<file path="config.mk">
export PLATFORM = sky130hd
export DESIGN_NAME = reg_rename_stage
export DESIGN_NICKNAME = d
export VERILOG_FILES = /design/src/rtl/reg_rename_stage.sv
export SDC_FILE = /design/constraint.sdc
export NUM_CORES = 1
export LEC_CHECK = 0
export BUFFER_PORTS_ARGS = -buffer_cell sky130_fd_sc_hd__clkbuf_2
export CORE_ASPECT_RATIO = 0.9
export CORE_MARGIN = 3
export CORE_UTILIZATION = 55
export DETAILED_ROUTE_END_ITERATION = 7
export MAX_ROUTING_LAYER = met4
export PLACE_DENSITY = 0.72
export SYNTH_ARGS = -nofsm -noshare
export SYNTH_HDL_FRONTEND = slang
export SYNTH_SLANG_ARGS = --single-unit
</file>
<file path="constraint.sdc">
create_clock -name clk -period 10.2 [get_ports clk]
set_clock_uncertainty 0.15 [all_clocks]
set_input_delay 1.02 -clock clk [delete_from_list [all_inputs] [get_ports clk]]
set_output_delay 1.02 -clock clk [all_outputs]
set_load 0.05 [all_outputs]
</file>
<file path="src/rtl/reg_rename_stage.sv">
// Register rename stage: RAT plus circular free list of physical tags.
// Emits one renamed instruction per cycle to the IQ over a valid/ready handshake.
module reg_rename_stage #(
  parameter int ARCH_REGS = 32,
  parameter int PHYS_REGS = 64,
  parameter int PHYS_W    = $clog2(PHYS_REGS),
  parameter int FL_DEPTH  = PHYS_REGS - ARCH_REGS
) (
  input  logic              clk,
  input  logic              rst_n,
  input  logic              in_valid,
  output logic              in_ready,
  input  logic [4:0]        in_rs,
  input  logic [4:0]        in_rt,
  input  logic [4:0]        in_rw,
  input  logic              in_uses_rw,
  output logic              out_valid,
  input  logic              out_ready,
  output logic [PHYS_W-1:0] out_rs_phys,
  output logic [PHYS_W-1:0] out_rt_phys,
  output logic [PHYS_W-1:0] out_rw_phys,
  output logic [PHYS_W-1:0] out_old_rw_phys,
  input  logic              free_valid,
  input  logic [PHYS_W-1:0] free_phys,
  input  logic              flush,
  output logic [PHYS_W-1:0] free_count
);

  localparam int FL_W = $clog2(FL_DEPTH);
  localparam logic [PHYS_W-1:0] FL_FULL = PHYS_W'(FL_DEPTH);

  logic [PHYS_W-1:0] rat [ARCH_REGS];
  logic [PHYS_W-1:0] fl  [FL_DEPTH];
  logic [FL_W-1:0]   head;
  logic [FL_W-1:0]   tail;

  logic alloc_needed;
  logic accept;
  logic pop;
  logic push;

  always_comb begin
    alloc_needed = in_uses_rw && (in_rw != 5'd0);
    in_ready     = (!out_valid || out_ready) && (!alloc_needed || (free_count != '0));
    accept       = in_valid && in_ready;
    pop          = accept && alloc_needed;
    push         = free_valid && (free_count != FL_FULL) && (free_phys != '0);
  end

  always_ff @(posedge clk) begin
    if (!rst_n || flush) begin
      for (int i = 0; i < ARCH_REGS; i++) rat[i] <= PHYS_W'(i);
      for (int i = 0; i < FL_DEPTH; i++)  fl[i]  <= PHYS_W'(ARCH_REGS + i);
      head       <= '0;
      tail       <= '0;
      free_count <= FL_FULL;
      out_valid  <= 1'b0;
      // A flush keeps the stale payload; only a real reset clears it.
      if (!rst_n) begin
        out_rs_phys     <= '0;
        out_rt_phys     <= '0;
        out_rw_phys     <= '0;
        out_old_rw_phys <= '0;
      end
    end else begin
      if (accept) begin
        out_valid   <= 1'b1;
        out_rs_phys <= rat[in_rs];
        out_rt_phys <= rat[in_rt];
        if (alloc_needed) begin
          out_rw_phys     <= fl[head];
          out_old_rw_phys <= rat[in_rw];
          rat[in_rw]      <= fl[head];
        end else begin
          out_rw_phys     <= '0;
          out_old_rw_phys <= '0;
        end
      end else if (out_ready) begin
        out_valid <= 1'b0;
      end

      if (push) begin
        fl[tail] <= free_phys;
        tail     <= tail + 1'b1;
      end
      if (pop) head <= head + 1'b1;
      free_count <= free_count + PHYS_W'(push) - PHYS_W'(pop);

      if (free_valid)
        assert ((free_count != FL_FULL) && (free_phys != '0))
        else $warning("reg_rename_stage: free of tag %0d rejected (count %0d)", free_phys, free_count);
    end
  end

endmodule
</file>
==> summary.txt <==
Placement
  • DP HPWL: slightly above 40,000 um
  • GP Congestion: between 0.9 and 1
  • Place WS: approximately 5.5 ns
  • Port bufs: around 60

Clock tree
  • Insertion delay to the later sink of the worst-skew pair: ~0.59 ns
  • Setup bufs post-CTS: 0
  • Clock transition at the registers of the reported paths: 0.06 ns
  • H-tree depth: 2
  • Root buffer cell: clkbuf_16
  • Clk sink count: between 400 and 500
  • Max clock buf depth: 3
  • CTS tree: yes
  • Hold Buf Count CTS: 0
  • Num CTS Buffers: 44
  • Resized Gates After CTS: 0

Floorplan
  • # rows: 70
  • Num ports: 60
  • Die Span Y: 199 um
  • Die width: 221 um
  • Core Box Area: between 40,000 and 50,000 um^2
  • Initial core utilization: a little under three fifths
  • Full die area: around 44,000 um^2

Detailed routing
  • Routed WL: 62,300 um
  • Vias per cell: 6.75
  • Initial DRT Pass Iterations: 7
  • Residual DRC: 0
  • Via count: about 15k
  • Post-route ant nets: 0
  • WL per Instance: 27.5 um
  • DR iter-0 viols: 2,072

Global route
  • Total gr overflow: 0
  • Antenna violations before repair: 4
  • Largest net degree at the start of global routing: 64
  • Overall routing resource usage: between 20% and 30%
  • Vias in the first global route: around 14k
  • First-pass GRT wire length: 92,800 um

Run
  • Max-cap violations: 0

Cells and area
  • Fill cells: about 3.2k
  • Commonest non-fill, non-tap cell in the layout: edfxtp_1
  • Layout area overhead: 7.86%
  • Most frequent cells in the layout: 408 x edfxtp_1, 197 x nand2_1, 161 x mux4_2, 146 x nor2_1, 98 x mux2i_1
  • Final #Nets: 1,732
  • Share of layout cells above drive strength 1: around 22%

STA
  • Slew @ Worst Pin: 1.35 ns
  • Max-slew violations: 0
  • Max frequency: ~220 MHz
  • Crit path time final: about 4.5 ns
  • # setup viols final: 0
  • Final Cycle Share: between 40% and 50%
  • Setup Total Neg Slack: 0 ns
  • Slew HR: 8.97%
  • RSZ-0062 raised after global routing: no
  • Final worst slack: between 5 and 6 ns
  • Hold Fails Final Rpt: 0

Synthesis
  • Simple-Gate Fraction of Synth Area: approximately 13%
  • Mux contribution to synthesized area: 20.7%
  • Synth Register Bits: 430
  • Yosys warnings: 0
  • Compound-Gate Fraction of Synth Area: around 4.8%
  • Mapped Avg Cell Area: about 13 um^2
  • Synth Instances: ~1.7k
  • Post-synth EDFFs: just over 400
  • Synth unique cells: between 60 and 70
  • Adder-cell share of the synthesized area: less than 1%
  • Top_reg_cell synth: edfxtp_1
  • Share of flip-flops with an asynchronous set or reset: 0%
  • Post-Synth XOR/XNOR Area: less than 1%
  • Sequential area share after synthesis: 55.5%
  • Largest family of logic cells by synthesized area: multiplexers
  • Synth Cell Area: ~23,000 um^2

Power and ir drop
  • Comb pwr share: 13.0%
  • Sequential power share: ~49%
  • Pwr/cell area: 169 nW/um^2
  • Total chip power: ~4.2 mW
  • Clock power share: 38.1%
  • Sw power: approximately 1.1 mW
  • Leakage: about 7.5 nW
  • Worst vdd ir: roughly 0.00015 V
  • Power Internal: about 3 mW
  • Sw frac: 26.5%

Setup path
  • WP data required: 9.03 ns
  • Maximum fanout along the worst path: 56
  • WS Path Type: in2out
  • Critical path data arrival time: 3.30 ns
  • CP Capture Type: primary output
  • Startpoint types: primary input

Status
  • Status: complete, no violations

Hold path
  • Worst min-delay path class: reg2reg
-- kinds of logic (layout without fill, tap and decap cells) --
group                      Yosys count  count (layout)
DFF                                430             430
buffers and inverters              193             198
muxes                              270             270
AOI/OAI and AO/OA                  157             157
xor gates and xnor gates            10              10
and+or+nand+nor                    637             637
adders and majority gates           15              15
other                                1              10
-- worst paths after layout --
path | end | cells past startpoint | from | slack [ns]
worst max-delay path | in_ready | 6 | in_rw[1] | 5.73
worst min-delay path | head[4]$_SDFFE_PP0N_ | 2 | head[4]$_SDFFE_PP0N_ | 0.38
worst max register to register | rat[1][5]$_SDFFCE_PN0P_ | 7 | flop | 6.25
worst min register to register | head[4]$_SDFFE_PP0N_ | 2 | head[4]$_SDFFE_PP0N_ | 0.38
-- final cells by class --
class                      count  area [um^2]  share of cell area, %
clock buffer                  50         1120                   4.55
inverter                      30          113                  0.456
multi-input combinational   1095         9270                   37.6
timing repair buffer          88          515                   2.09
tap                          540          676                   2.74
clock inverter                30          267                   1.08
antenna                        4         10.0                 0.0406
sequential                   430        12700                   51.5
-- synth_stat cells, types with 10 or more instances --
| master | count | area (um^2) |
|---|---|---|
| edfxtp_1 | 408 | 12300 |
| nand2_1 | 197 | 739 |
| mux4_2 | 161 | 3630 |
| nor2_1 | 146 | 548 |
| mux2i_1 | 98 | 981 |
| clkbuf_1 | 85 | 319 |
| nor3_1 | 80 | 400 |
| or3_1 | 65 | 407 |
| buf_2 | 42 | 210 |
| o21ai_0 | 40 | 200 |
| a22oi_1 | 35 | 263 |
| nor2_2 | 33 | 206 |
| nand3_1 | 31 | 155 |
| inv_1 | 27 | 101 |
| dfxtp_1 | 22 | 440 |
| buf_6 | 20 | 225 |
| nor2b_1 | 16 | 100 |
| and2_1 | 15 | 93.8 |
| ha_1 | 14 | 175 |
| a211oi_1 | 11 | 82.6 |
| a221oi_1 | 11 | 96.3 |
| o221ai_1 | 11 | 96.3 |
| a21oi_1 | 10 | 50.1 |
| mux2_2 | 10 | 113 |
-- critical path, cell delays in order --
cell	delay, ns
clkbuf_2	0.08
buf_4	0.35
or4_1	0.59
o21ai_1	0.66
o21a_1	0.26
clkbuf_2	0.28
-- power by group through the flow --
stage	clock network, mW	registers, mW	logic [mW]
floorplan	0	2.11	0.332
global placement	0	2.07	0.526
detailed placement	0	2.07	0.532
CTS	1.60	2.04	0.533
global route	1.66	2.04	0.572
finish	1.59	2.04	0.542
-- flip-flops by register name, summed over array words and instances (netlist names), named ones only --
register,flops
out_old_rw_phys,6
out_valid,1
rat,192
tail,5
head,5
fl,192
free_count,6
out_rs_phys,6
out_rw_phys,6
out_rt_phys,6
-- metal layers --
| metal | GRT usage [%] | vias to the layer above | share of wire [%] |
|---|---|---|---|
| met3 | 8.50 | 138 | 15 |
| li1 | - | 6511 | - |
| met4 | 8.01 | 0 | 2.7 |
| met5 | - | - | 0 |
| met2 | 40.9 | 1082 | 43 |
| met1 | 41.8 | 7574 | 39 |
-- metrics by stage --
step	instances	instance area (um^2)	utilization, %	hold slack [ns]
2_1_floorplan	1718	22900	-	0.335
3_3_place_gp	2183	23300	57.0	0.373
3_5_place_dp	2183	23300	57.0	0.363
4_1_cts	2263	24700	60.4	0.375
5_1_grt	2267	24700	60.4	0.427
6_report	2267	24700	60.4	0.377
(Power assumes the default switching activity.)
